<file path="src/rtl/stopwatch_tick_counter_if.sv">
// Control and display bundle between the stopwatch tick counter and its surroundings.
// The master drives commands and the divided tick wave; the slave returns the time and status.
interface stopwatch_tick_counter_if;
  logic       tick_in;
  logic       start_stop;
  logic       clear;
  logic       lap;
  logic [3:0] sec_lo;
  logic [3:0] sec_hi;
  logic [3:0] min_lo;
  logic [3:0] min_hi;
  logic       running;
  logic       tick_pulse;
  logic       overflow;
  logic       tick_lost;

  modport master (
    output tick_in, start_stop, clear, lap,
    input  sec_lo, sec_hi, min_lo, min_hi, running, tick_pulse, overflow, tick_lost
  );

  modport slave (
    input  tick_in, start_stop, clear, lap,
    output sec_lo, sec_hi, min_lo, min_hi, running, tick_pulse, overflow, tick_lost
  );
endinterface

</file>
<file path="src/rtl/stopwatch_tick_counter.sv">
// Synchronises the 1 Hz divider wave, counts BCD MM:SS under start/stop/clear and flags a dead
// tick source. Defining STOPWATCH_LAP_HOLD_EN adds a lap-hold freeze of the digit outputs.
module stopwatch_tick_counter #(
  parameter int SYNC_STAGES = 2,
  parameter int TIMEOUT_CYC = 12000000,
  parameter int TO_W        = 24
) (
  input logic                     Clk,
  input logic                     rst_n,
  stopwatch_tick_counter_if.slave bus
);
  typedef enum logic [1:0] {IDLE = 2'd0, RUN = 2'd1, PAUSE = 2'd2} state_t;

  localparam logic [TO_W-1:0] TO_MAX = TO_W'(TIMEOUT_CYC - 1);

  state_t                 state_q, state_d;
  logic [SYNC_STAGES-1:0] sync_q, sync_d;
  logic                   hist_q, hist_d;
  logic                   tick_pulse_q, tick_pulse_d;
  logic [15:0]            cnt_q, cnt_d;
  logic                   overflow_q, overflow_d;
  logic                   running_q, running_d;
  logic [TO_W-1:0]        to_cnt_q, to_cnt_d;
  logic                   tick_lost_q, tick_lost_d;
  logic [16:0]            inc_s;
  logic [15:0]            disp_s;

  // {wrap, next} for one second added to {min_hi, min_lo, sec_hi, sec_lo}.
  function automatic logic [16:0] mmss_inc(input logic [15:0] t);
    logic [15:0] n;
    logic        wrap;
    n    = t;
    wrap = 1'b0;
    if (t[3:0] != 4'd9) begin
      n[3:0] = t[3:0] + 4'd1;
    end else begin
      n[3:0] = 4'd0;
      if (t[7:4] != 4'd5) begin
        n[7:4] = t[7:4] + 4'd1;
      end else begin
        n[7:4] = 4'd0;
        if (t[11:8] != 4'd9) begin
          n[11:8] = t[11:8] + 4'd1;
        end else begin
          n[11:8] = 4'd0;
          if (t[15:12] != 4'd5) begin
            n[15:12] = t[15:12] + 4'd1;
          end else begin
            n[15:12] = 4'd0;
            wrap     = 1'b1;
          end
        end
      end
    end
    return {wrap, n};
  endfunction

  // Tick edge detect, command FSM and time counter; clear beats start_stop beats tick.
  always_comb begin
    sync_d       = {sync_q[SYNC_STAGES-2:0], bus.tick_in};
    hist_d       = sync_q[SYNC_STAGES-1];
    tick_pulse_d = sync_q[SYNC_STAGES-1] & ~hist_q;
    state_d      = state_q;
    cnt_d        = cnt_q;
    overflow_d   = 1'b0;
    inc_s        = mmss_inc(cnt_q);
    if (bus.clear) begin
      state_d = IDLE;
      cnt_d   = 16'h0000;
    end else if (bus.start_stop) begin
      case (state_q)
        IDLE:    state_d = RUN;
        RUN:     state_d = PAUSE;
        PAUSE:   state_d = RUN;
        default: state_d = IDLE;
      endcase
    end else if (tick_pulse_q && (state_q == RUN)) begin
      cnt_d      = inc_s[15:0];
      overflow_d = inc_s[16];
    end else begin
      cnt_d = cnt_q;
    end
    running_d = (state_d == RUN);
  end

  // Liveness watchdog: saturating cycle count since the last tick, sticky alarm at the limit.
  always_comb begin
    to_cnt_d    = to_cnt_q;
    tick_lost_d = tick_lost_q;
    if (bus.clear || tick_pulse_q) begin
      to_cnt_d    = {TO_W{1'b0}};
      tick_lost_d = 1'b0;
    end else begin
      if (to_cnt_q == TO_MAX) begin
        to_cnt_d = to_cnt_q;
      end else begin
        to_cnt_d = to_cnt_q + TO_W'(1);
      end
      tick_lost_d = tick_lost_q | (to_cnt_d == TO_MAX);
    end
  end

  // State and datapath registers.
  always_ff @(posedge Clk or negedge rst_n) begin
    if (!rst_n) begin
      state_q      <= IDLE;
      sync_q       <= {SYNC_STAGES{1'b0}};
      hist_q       <= 1'b0;
      tick_pulse_q <= 1'b0;
      cnt_q        <= 16'h0000;
      overflow_q   <= 1'b0;
      running_q    <= 1'b0;
      to_cnt_q     <= {TO_W{1'b0}};
      tick_lost_q  <= 1'b0;
    end else begin
      state_q      <= state_d;
      sync_q       <= sync_d;
      hist_q       <= hist_d;
      tick_pulse_q <= tick_pulse_d;
      cnt_q        <= cnt_d;
      overflow_q   <= overflow_d;
      running_q    <= running_d;
      to_cnt_q     <= to_cnt_d;
      tick_lost_q  <= tick_lost_d;
    end
  end

`ifdef STOPWATCH_LAP_HOLD_EN
  logic        hold_q, hold_d;
  logic [15:0] disp_q, disp_d;

  // Lap-hold: freeze the shown time in RUN until a second lap, start_stop or clear.
  always_comb begin
    hold_d = hold_q;
    if (bus.clear || bus.start_stop) begin
      hold_d = 1'b0;
    end else if (bus.lap && hold_q) begin
      hold_d = 1'b0;
    end else if (bus.lap && (state_q == RUN)) begin
      hold_d = 1'b1;
    end else begin
      hold_d = hold_q;
    end
    disp_d = hold_d ? disp_q : cnt_d;
  end

  // Display registers for the lap-hold view.
  always_ff @(posedge Clk or negedge rst_n) begin
    if (!rst_n) begin
      hold_q <= 1'b0;
      disp_q <= 16'h0000;
    end else begin
      hold_q <= hold_d;
      disp_q <= disp_d;
    end
  end

  assign disp_s = disp_q;
`else
  logic lap_unused_s;
  assign lap_unused_s = bus.lap;
  assign disp_s       = cnt_q;
`endif

  assign bus.sec_lo     = disp_s[3:0];
  assign bus.sec_hi     = disp_s[7:4];
  assign bus.min_lo     = disp_s[11:8];
  assign bus.min_hi     = disp_s[15:12];
  assign bus.running    = running_q;
  assign bus.tick_pulse = tick_pulse_q;
  assign bus.overflow   = overflow_q;
  assign bus.tick_lost  = tick_lost_q;
endmodule

</file>
<file path="src/flat_wrapper.sv">
// flat-port wrapper written by rule: the top's interface ports become plain ports
module stopwatch_tick_counter_flat 
#(
  parameter int SYNC_STAGES = 2,
  parameter int TIMEOUT_CYC = 12000000,
  parameter int TO_W        = 24
)
  (Clk, rst_n, bus_tick_in, bus_start_stop, bus_clear, bus_lap, bus_sec_lo, bus_sec_hi, bus_min_lo, bus_min_hi, bus_running, bus_tick_pulse, bus_overflow, bus_tick_lost);
  stopwatch_tick_counter_if bus_i ();
  input logic Clk;
  input logic rst_n;
  input wire logic [$bits(bus_i.tick_in)-1:0] bus_tick_in;
  input wire logic [$bits(bus_i.start_stop)-1:0] bus_start_stop;
  input wire logic [$bits(bus_i.clear)-1:0] bus_clear;
  input wire logic [$bits(bus_i.lap)-1:0] bus_lap;
  output wire logic [$bits(bus_i.sec_lo)-1:0] bus_sec_lo;
  output wire logic [$bits(bus_i.sec_hi)-1:0] bus_sec_hi;
  output wire logic [$bits(bus_i.min_lo)-1:0] bus_min_lo;
  output wire logic [$bits(bus_i.min_hi)-1:0] bus_min_hi;
  output wire logic [$bits(bus_i.running)-1:0] bus_running;
  output wire logic [$bits(bus_i.tick_pulse)-1:0] bus_tick_pulse;
  output wire logic [$bits(bus_i.overflow)-1:0] bus_overflow;
  output wire logic [$bits(bus_i.tick_lost)-1:0] bus_tick_lost;
  assign bus_i.tick_in = bus_tick_in;
  assign bus_i.start_stop = bus_start_stop;
  assign bus_i.clear = bus_clear;
  assign bus_i.lap = bus_lap;
  assign bus_sec_lo = bus_i.sec_lo;
  assign bus_sec_hi = bus_i.sec_hi;
  assign bus_min_lo = bus_i.min_lo;
  assign bus_min_hi = bus_i.min_hi;
  assign bus_running = bus_i.running;
  assign bus_tick_pulse = bus_i.tick_pulse;
  assign bus_overflow = bus_i.overflow;
  assign bus_tick_lost = bus_i.tick_lost;
  stopwatch_tick_counter #(.SYNC_STAGES(SYNC_STAGES), .TIMEOUT_CYC(TIMEOUT_CYC), .TO_W(TO_W)) u_core (.Clk(Clk), .rst_n(rst_n), .bus(bus_i));
endmodule
</file>
<file path="config.mk">
export PLATFORM = sky130hd
export DESIGN_NAME = stopwatch_tick_counter_flat
export DESIGN_NICKNAME = d
export VERILOG_FILES = /design/src/rtl/stopwatch_tick_counter_if.sv /design/src/rtl/stopwatch_tick_counter.sv /design/src/flat_wrapper.sv
export SDC_FILE = /design/constraint.sdc
export NUM_CORES = 1
export LEC_CHECK = 0
export ABC_AREA = 1
export BUFFER_PORTS_ARGS = -buffer_cell sky130_fd_sc_hd__buf_2
export CAP_MARGIN = 5
export CORE_UTILIZATION = 48
export CTS_CLUSTER_SIZE = 10
export DETAILED_ROUTE_END_ITERATION = 8
export PLACE_DENSITY_LB_ADDON = 0.2
export SETUP_SLACK_MARGIN = 0.5
export SLEW_MARGIN = 20
export SYNTH_ARGS = -nofsm -noshare
export SYNTH_HDL_FRONTEND = slang
export SYNTH_SLANG_ARGS = --single-unit
</file>
<file path="constraint.sdc">
create_clock -name Clk -period 2.2 [get_ports Clk]
set_input_delay 0.44 -clock Clk [delete_from_list [all_inputs] [get_ports Clk]]
set_output_delay 0.44 -clock Clk [all_outputs]
set_load 0.02 [all_outputs]
</file>
Word-level counts from Yosys, hierarchy flattened:

Index checks and enable logic that the tools add are counted.

* register bits: 49
* input port bits: 6
* output and inout bits: 20
* logic and storage cells: 66

* add/sub/neg operators: 5
* equal/unequal tests: 13
* mux-type cells: 24
* bitwise gates (word level): 3
* reductions and logical operators: 9

Operator list (count)
* 24-bit 2-to-1 mux: 3
* 24-bit equality test (second input constant): 2
* 16-bit 2-to-1 mux: 3
* 24-bit by 1-bit adder with 24-bit output (second input constant): 1
* 4-bit 2-to-1 mux: 5
* 4-bit by 1-bit adder with 4-bit output (second input constant): 4
* 12-bit 2-to-1 mux: 1
* 1-bit 2-to-1 mux: 8
* 8-bit 2-to-1 mux: 1
* 4-bit by 3-bit != test with 1-bit output (second input constant): 2
* 4-bit != test (second input constant): 2
* 2-bit != test (second input constant): 3
* 5-bit AND reduction: 1
* 2-bit by 1-bit equality test with 1-bit output (second input constant): 2
* 2-bit 2-to-1 mux: 2
* 2-bit case mux with 2 select lines: 1
* 4-bit AND reduction: 1
* 3-bit AND reduction: 1
* 2-bit equality test (second input constant): 1
* 2-bit zero test: 1
* 2-bit by 1-bit != test with 1-bit output (second input constant): 1
* 2-bit AND reduction: 1
* 2-bit nonzero test: 1
* 2-bit OR reduction: 1
* other kinds (5): 5

Depth between registers and ports, before layout:

Gate-level depths: netlist of the first run.

* depth in word-level cells: 8
* mapped depth: 14
* depth with buffers taken out: 13

Worst setup path after synthesis of the first run:

OpenSTA, ideal clock, no wires.

* path kind: register to register
* start point: register u_core.to_cnt_q[0]
* end point: register u_core.tick_lost_q, in the netlist u_core.bus.tick_lost
* library setup time: 0.073 ns
* arrival time: 1.679 ns
* data required time: 2.127 ns
* setup slack: 0.448 ns
* stages on the path, launching flop included: 13
* buffers on the path: 1
* period minus slack after synthesis: 1.752 ns
* cells stage by stage: dfrtp_1 > ha_1 > buf_2 > nand3_2 > nor2_4 > nand3_4 > nand2_1 > nand2_1 > nor2_1 > nand2_1 > nor2_1 > nand2_1 > a21oi_2

* cells in the longest elaborated chain, start to end: 6
* elaborated cells between the ends (all ways): 7
* classes of those cells: add/sub (1); eq/ne (2); mux (3); bitwise (1)

Ends and longest elaborated chain
* from (decl): RTL line stopwatch_tick_counter.sv:23 `logic [TO_W-1:0] to_cnt_q, to_cnt_d;`
* from (signal assigned): RTL line stopwatch_tick_counter.sv:113 `to_cnt_q <= {TO_W{1'b0}};`
* from (signal assigned): RTL line stopwatch_tick_counter.sv:123 `to_cnt_q <= to_cnt_d;`
* 24-bit by 1-bit adder with 24-bit output or 24-bit equality test (tied branches): RTL line stopwatch_tick_counter.sv:97, stopwatch_tick_counter.sv:94
* 24-bit 2-to-1 mux (*): RTL line stopwatch_tick_counter.sv:94 `if (to_cnt_q == TO_MAX) begin`
* 24-bit 2-to-1 mux (*): RTL line stopwatch_tick_counter.sv:90 `if (bus.clear || tick_pulse_q) begin`
* 24-bit equality test (*): RTL line stopwatch_tick_counter.sv:99 `tick_lost_d = tick_lost_q | (to_cnt_d == TO_MAX);`
* 1-bit OR (*): RTL line stopwatch_tick_counter.sv:99
* 1-bit 2-to-1 mux (*): RTL line stopwatch_tick_counter.sv:90
* named net u_core.tick_lost_d: RTL line stopwatch_tick_counter.sv:24 `logic tick_lost_q, tick_lost_d;`
* to (signal assigned): RTL line stopwatch_tick_counter.sv:124 `tick_lost_q <= tick_lost_d;`
* to (decl): RTL line stopwatch_tick_counter.sv:24

Mark *: on every way through the listed nets, which the timed path passes. The rest lies on a longest branch. The select of a mux whose other input is x is not followed.
A chain may end at the register's enable or synchronous reset.

Worst setup path after layout of the first run:

* start point: register u_core.to_cnt_q[1]
* end point: register u_core.tick_lost_q, in the netlist u_core.bus.tick_lost

Same word-level chain as after synthesis.

==> results of run 1 <==
flip-flops by register name, indices dropped and copies added (netlist names):
| signal | count |
|---|---|
| u_core.bus.running | 1 |
| u_core.hist_q | 1 |
| u_core.sync_q | 2 |
| u_core.to_cnt_q | 24 |
| u_core.bus.tick_lost | 1 |
| u_core.bus.overflow | 1 |
| u_core.bus.tick_pulse | 1 |
| u_core.state_q | 2 |
| u_core.cnt_q | 16 |
layout by cell type, fill, tap and decap left out, types with 2 or more instances in the layout:
cell,synthesis,final
nand2_1,105,97
nor2_1,78,64
inv_1,52,47
dfrtp_1,49,42
nand3_1,28,24
buf_2,1,24
buf_4,0,24
a21oi_1,17,17
nor2_2,3,12
nor2_4,4,9
nand2_2,1,8
ha_1,9,8
dfrtp_2,0,7
o22ai_1,6,6
xor2_1,6,6
o21ai_0,8,5
inv_2,2,5
nor3_1,5,5
nand3_2,2,5
nand4_1,5,5
clkbuf_8,0,5
nand3_4,1,3
o21ai_1,1,3
xnor2_1,3,3
mux2i_1,3,3
inv_4,0,2
nand2_4,1,2
buf_6,0,2
final cells by class:
cell class | instances | share of cell area, %
Inverter | 54 | 5.796
Sequential cell | 49 | 34.46
Multi-Input combinational cell | 294 | 44.66
Timing Repair Buffer | 51 | 9.567
Clock inverter | 2 | 0.9777
Clock buffer | 6 | 2.025
Tap cell | 72 | 2.514
kinds of logic after synthesis:
| family | Yosys count | synth area share (%) |
|---|---|---|
| buffers and inverters | 58 | 7.572 |
| muxes | 3 | 1.039 |
| adders and majority gates | 9 | 3.894 |
| and+or+nand+nor | 235 | 35.14 |
| DFF | 49 | 42.41 |
| AOI/OAI and AO/OA | 37 | 7.227 |
| xor gates and xnor gates | 9 | 2.726 |
through the flow:
step                      utilization, %  instances  worst slack (ns)
final                              63.52        528            0.3083
after global routing               63.52        528            0.1933
after CTS                          61.39        521            0.4151
after detailed placement           55.60        496            0.2326
after global placement             55.60        496            0.2437
after floorplan                        -        400            0.5042
worst register-to-register path: cells and delay by family (launching register included):
| kind | cells | cell delay (ns) |
|---|---|---|
| AO/OA/AOI/OAI | 1 | 0.14 |
| adder cells (fa/ha/maj) | 1 | 0.20 |
| buffers and inverters | 2 | 0.23 |
| flip-flops | 1 | 0.43 |
| AND/OR/NAND/NOR | 10 | 0.80 |
worst max path at each step:
stage | start | end | depth (start not counted)
final | u_core.to_cnt_q[1] | u_core.bus.tick_lost | 14
after global routing | u_core.to_cnt_q[0] | u_core.bus.tick_lost | 13
after CTS | u_core.to_cnt_q[1] | u_core.bus.tick_lost | 10
after detailed placement | u_core.to_cnt_q[1] | u_core.bus.tick_lost | 13
after global placement | u_core.to_cnt_q[1] | u_core.bus.tick_lost | 13
after floorplan | u_core.to_cnt_q[0] | u_core.bus.tick_lost | 14
power by group:
group / internal (mW) / switching [mW] / total, mW
registers: 0.962 / 0.0570 / 1.02
logic: 0.116 / 0.203 / 0.319
clock network: 0.338 / 0.298 / 0.636
layer usage:
layer  share of wire [%]  wire length [um]  up-vias
li1                    -                 -     1374
met1                  42              2941     1286
met2                  51              3555       59
met3                 4.9               347       18
met4                 2.5               178        0
met5                   0                 0        -
repair_timing:
item,CTS,global route
gates cloned,1,0
endpoints found under the setup margin,6,11
pin swaps,12,21
hold buffers,0,0
resized for setup,27,28
setup buffers,16,7
==> out/metrics.yaml, run 1 <==
hold_path:
  holdCritPathClass: "in -> async"
clock_network:
  cts_tree: "done"
  clock_sinks: 49
  clock-root-buffer: "clkbuf_8"
  numCtsBuffers: 5
  h-tree-depth: 2
  cts_max_path_buffers: 2
  clk_latency_ns: 0.30
  cts.reportedPaths.clkPinSlew_ns: 0.09
routing:
  drtIter0Drc: 200
  drc_errors: 0
  routed_via_density: 5.184
  wl_per_cell_um: 13.30
  firstDrtPassIters: 4
  finalWirelength_mm: 7.022
  num_vias: 2737
  ant_nets: 0
setup_path:
  cp_top_family: "simple AND/OR/NAND/NOR gates"
  cp.required_ns: 2.43
  timing.rr.start: "u_core.to_cnt_q[1]"
  reg2reg_depth: 14
  r2r_end: "u_core.bus.tick_lost"
  cp-start-kind: "flip-flop"
  crit_arrival_ns: 2.12
  cp_common_cell: "nand2_1"
  path_class: "reg -> reg"
  crit_buf_inv: 2
  cp_cell_sequence: "ha_4, nand3_4, nor2_4, buf_6, buf_4, nand3_2, nand2_2, nand2_1, nand2_1, nor2_1, nand2_1, nor2_2, nand2_1, a21oi_2"
  cp-end-kind: "flip-flop"
  worstPathMaxFanout: 6
  cpPeakStageDelay_ns: 0.43
  critPathSlowestCell: "dfrtp_1"
  ff2ff_setup_slack_ns: 0.31
synthesis:
  yosys_warnings: 0
  synth_flop_cell: "dfrtp_1"
  syn_nets: 415
  synthCells: 400
  synth_area_leaders: "dfrtp_1 (42%), nand2_1 (14%), nor2_1 (10%)"
  synth_cell_types: 30
  async_flop_share_pct: 100.0
  ys_seq_area_share_pct: 42.41
  synth_area_um2: 2892
  synth-seq-cells: 49
  netlist.area_leader.share_pct: 42.41
  postSynthAreaPerCell_um2: 7.229
  synth_common_cells: "nand2_1 (105), nor2_1 (78), inv_1 (52)"
  synth_edf_count: 0
  synth_top_area_cell: "dfrtp_1"
  yosysMostFrequentCell: "nand2_1"
placed_design:
  dpl_cell_area_um2: 3137
  portBuffers: 24
  dpl.hpwl_mm: 4.873
  place_congestion: 0.9265
global_route:
  antenna_found_initial: 0
  grt_use_total_pct: 23.86
  met3_usage_pct: 4.457
  overflow: 0
  grtUsageMet2_pct: 42.91
  grt_pass1_vias: 2727
  grt_max_degree: 50
  grt_use_met1_pct: 27.68
  busiest_layer: "met2"
  grt_pass1_wl_mm: 11.79
finish:
  insertedDiodeCount: 0
  fin_area_um2: 3583
  fill_cells: 491
  drive_above_1_share_pct: 25.22
  regArea_um2: 1235
  nNetsFinal: 470
  areaGrowthSynthToFinish_pct: 23.93
  multi_input_comb_area_um2: 1600
timing:
  tightest_slew_ns: 0.4344
  relSlewSlack_pct: 71.00
  fmax_ghz: 0.5286
  tns_ns: 0
  final_max_slew_viol_count: 0
  min_period_ns: 1.892
  finalHoldViolCount: 0
  rsz0062_at_grt: "true"
  skew_ns: 0.009204
  whs_ns: 0.1049
  finalCritPeriodShare_pct: 85.98
  finalSetupViolCount: 0
floorplanning:
  fp.dieH_um: 79.62
  design.die.area_um2: 6339
  rows: 27
  ioPinCount: 26
  initial_core_util_pct: 51.25
  die_w_um: 79.62
  core_um2: 5642
power_and_ir_drop:
  powerDensity_nw_per_um2: 550.9
  power_mw: 1.974
  ir_drop_mv: 0.4238
  leakage_nw: 1.613
run:
  max-cap-violations: 0
run_status:
  status: "finished clean"
No activity file was read; power rests on OpenSTA's default activity.
==> run 2, diff against run 1 <==
--- a/constraint.sdc
+++ b/constraint.sdc
@@ -3,2 +3,2 @@
 set_output_delay 0.44 -clock Clk [all_outputs]
-set_load 0.02 [all_outputs]
+set_load 0.05 [all_outputs]
==> run 2 against run 1 <==
Net effect: clock skew is 0.0030 ns lower; maximum frequency is 4.9% higher; highest routed layer unchanged; sequential power hardly changed; setup slack better by 0.088 ns; worst hold slack better by 0.11 ns; clock power is 16% lower; largest cell class unchanged; sequential cell count stayed put; sequential share of layout area is 1.4 points higher.
==> out/metrics.yaml, run 2 (synthesis results as in run 1) <==
run_status:
  status: "finished clean"
run:
  max-cap-violations: 0
timing:
  final_max_slew_viol_count: 0
  fmax_ghz: 0.5545
  tightest_slew_ns: 0.6112
  tns_ns: 0
  finalHoldViolCount: 0
  whs_ns: 0.2177
  relSlewSlack_pct: 59.25
  finalSetupViolCount: 0
  finalCritPeriodShare_pct: 81.97
  rsz0062_at_grt: "true"
  skew_ns: 0.006249
  min_period_ns: 1.803
clock_network:
  cts_tree: "done"
  clk_latency_ns: 0.30
  numCtsBuffers: 5
  clock_sinks: 49
  cts_max_path_buffers: 2
  cts.reportedPaths.clkPinSlew_ns: 0.09
  clock-root-buffer: "clkbuf_8"
  h-tree-depth: 2
setup_path:
  cp.required_ns: 2.44
  cp-end-kind: "flip-flop"
  cp_cell_sequence: "ha_4, nand3_4, nor2_4, buf_4, buf_4, nand3_1, nand3_1, nor2_1, nand2_1, nor2_1, nand2_1, a21oi_2"
  cp-start-kind: "flip-flop"
  crit_arrival_ns: 2.04
  critPathSlowestCell: "dfrtp_2"
  path_class: "reg -> reg"
  r2r_end: "u_core.bus.tick_lost"
  ff2ff_setup_slack_ns: 0.40
  reg2reg_depth: 12
  cpPeakStageDelay_ns: 0.45
  timing.rr.start: "u_core.to_cnt_q[1]"
  worstPathMaxFanout: 4
routing:
  finalWirelength_mm: 6.774
  num_vias: 2673
  ant_nets: 0
  drc_errors: 0
  firstDrtPassIters: 4
  routed_via_density: 5.160
  wl_per_cell_um: 13.08
  drtIter0Drc: 150
floorplanning:
  die_w_um: 79.62
  core_um2: 5642
  ioPinCount: 26
  rows: 27
  initial_core_util_pct: 51.25
  design.die.area_um2: 6339
  fp.dieH_um: 79.62
placed_design:
  dp.cells: 495
  portBuffers: 24
  place_congestion: 0.9038
  dpl.hpwl_mm: 4.814
finish:
  areaGrowthSynthToFinish_pct: 19.56
  largest_reg_flops: 24
  insertedDiodeCount: 0
  final_util_pct: 61.28
  nNetsFinal: 460
  top_regs: "u_core.to_cnt_q: 24 flops, u_core.cnt_q: 16 flops"
  largest-register: "u_core.to_cnt_q"
  final_common_cell: "nand2_1"
  fin_cells: 518
  layout_common_cells: "nand2_1 (98), nor2_1 (67), inv_1 (50)"
  drive_above_1_share_pct: 22.42
global_route:
  grt_use_total_pct: 23.91
  grt_max_degree: 50
  overflow: 0
  antenna_found_initial: 0
  grt_pass1_wl_mm: 11.52
  grt_pass1_vias: 2517
power_and_ir_drop:
  power.switching_mw: 0.6707
  p_int_mw: 1.297
  power_frac_clock_pct: 27.2
  pwr-share-comb_pct: 20.9
  leakage_nw: 1.549
  powerDensity_nw_per_um2: 569.2
  swShare_pct: 34.08
  ir_drop_mv: 0.4490
  seqPwrFrac_pct: 51.9
hold_path:
  holdCritPathClass: "in -> async"
==> run 2: cell count changes in the layout (fill, tap and decap cells not counted), moves of 3 or more <==
cell | before | now
dfrtp_1 | 42 | 39
inv_1 | 47 | 50
nor2_2 | 12 | 9
buf_4 | 24 | 17
nor2_1 | 64 | 67
o21ai_0 | 5 | 8
dfrtp_2 | 7 | 10
==> run 2: critical path, delay by kind of cell, from the launching register on <==
kind,cells,cell delay [ns]
simple gates,8,0.74
flops,1,0.45
buf+inv,2,0.25
fa+ha+maj,1,0.19
compound gates,1,0.11
==> run 2: routing by layer <==
metal  global-route usage, %  share of wire, %
met3                   5.371               3.8
met4                   9.818               2.6
met1                   29.89                45
met2                   39.66                48
met5                       0                 0
==> run 2: power groups by stage <==
stage	logic [mW]	registers [mW]	clock network, mW
floorplan	0.133	1.19	0
global placement	0.388	1.04	0
detailed placement	0.394	1.04	0
CTS	0.405	1.02	0.553
global route	0.450	1.03	0.593
finish	0.410	1.02	0.536
==> run 2: how the worst max path moves through the flow <==
stage | cells past startpoint | from | to
3_3_place_gp | 13 | u_core.to_cnt_q[1] | u_core.bus.tick_lost
5_1_grt | 13 | u_core.to_cnt_q[4] | u_core.bus.tick_lost
6_report | 12 | u_core.to_cnt_q[1] | u_core.bus.tick_lost
4_1_cts | 13 | u_core.to_cnt_q[0] | u_core.bus.tick_lost
2_1_floorplan | 10 | u_core.cnt_q[1] | u_core.cnt_q[12]
3_5_place_dp | 13 | u_core.to_cnt_q[1] | u_core.bus.tick_lost
==> run 2: area by class of cell <==
| type | instances | area, um^2 |
|---|---|---|
| Clock buffer | 6 | 72.57 |
| Clock inverter | 2 | 15.01 |
| Tap cell | 72 | 90.09 |
| Fill cell | 510 | 2185 |
| Multi-Input combinational cell | 293 | 1577 |
| Timing Repair Buffer | 42 | 259.0 |
| Inverter | 54 | 205.2 |
| Sequential cell | 49 | 1239 |
==> run 2: per-stage QoR <==
stage / power (mW) / cell area (um^2) / setup WS, ns
global placement: 1.425 / 3129 / 0.2632
detailed placement: 1.432 / 3129 / 0.2226
CTS: 1.980 / 3387 / 0.4485
global route: 2.075 / 3457 / 0.2725
floorplan: 1.325 / 2915 / 0.4887
finish: 1.968 / 3457 / 0.3967
==> run 2: repair_timing <==
item                       CTS  global route
cloned                       0             0
pin swaps                    7             4
buffers inserted            11             4
hold buffers                 0             0
resized for setup           28            11
setup endpoints to repair    7            11
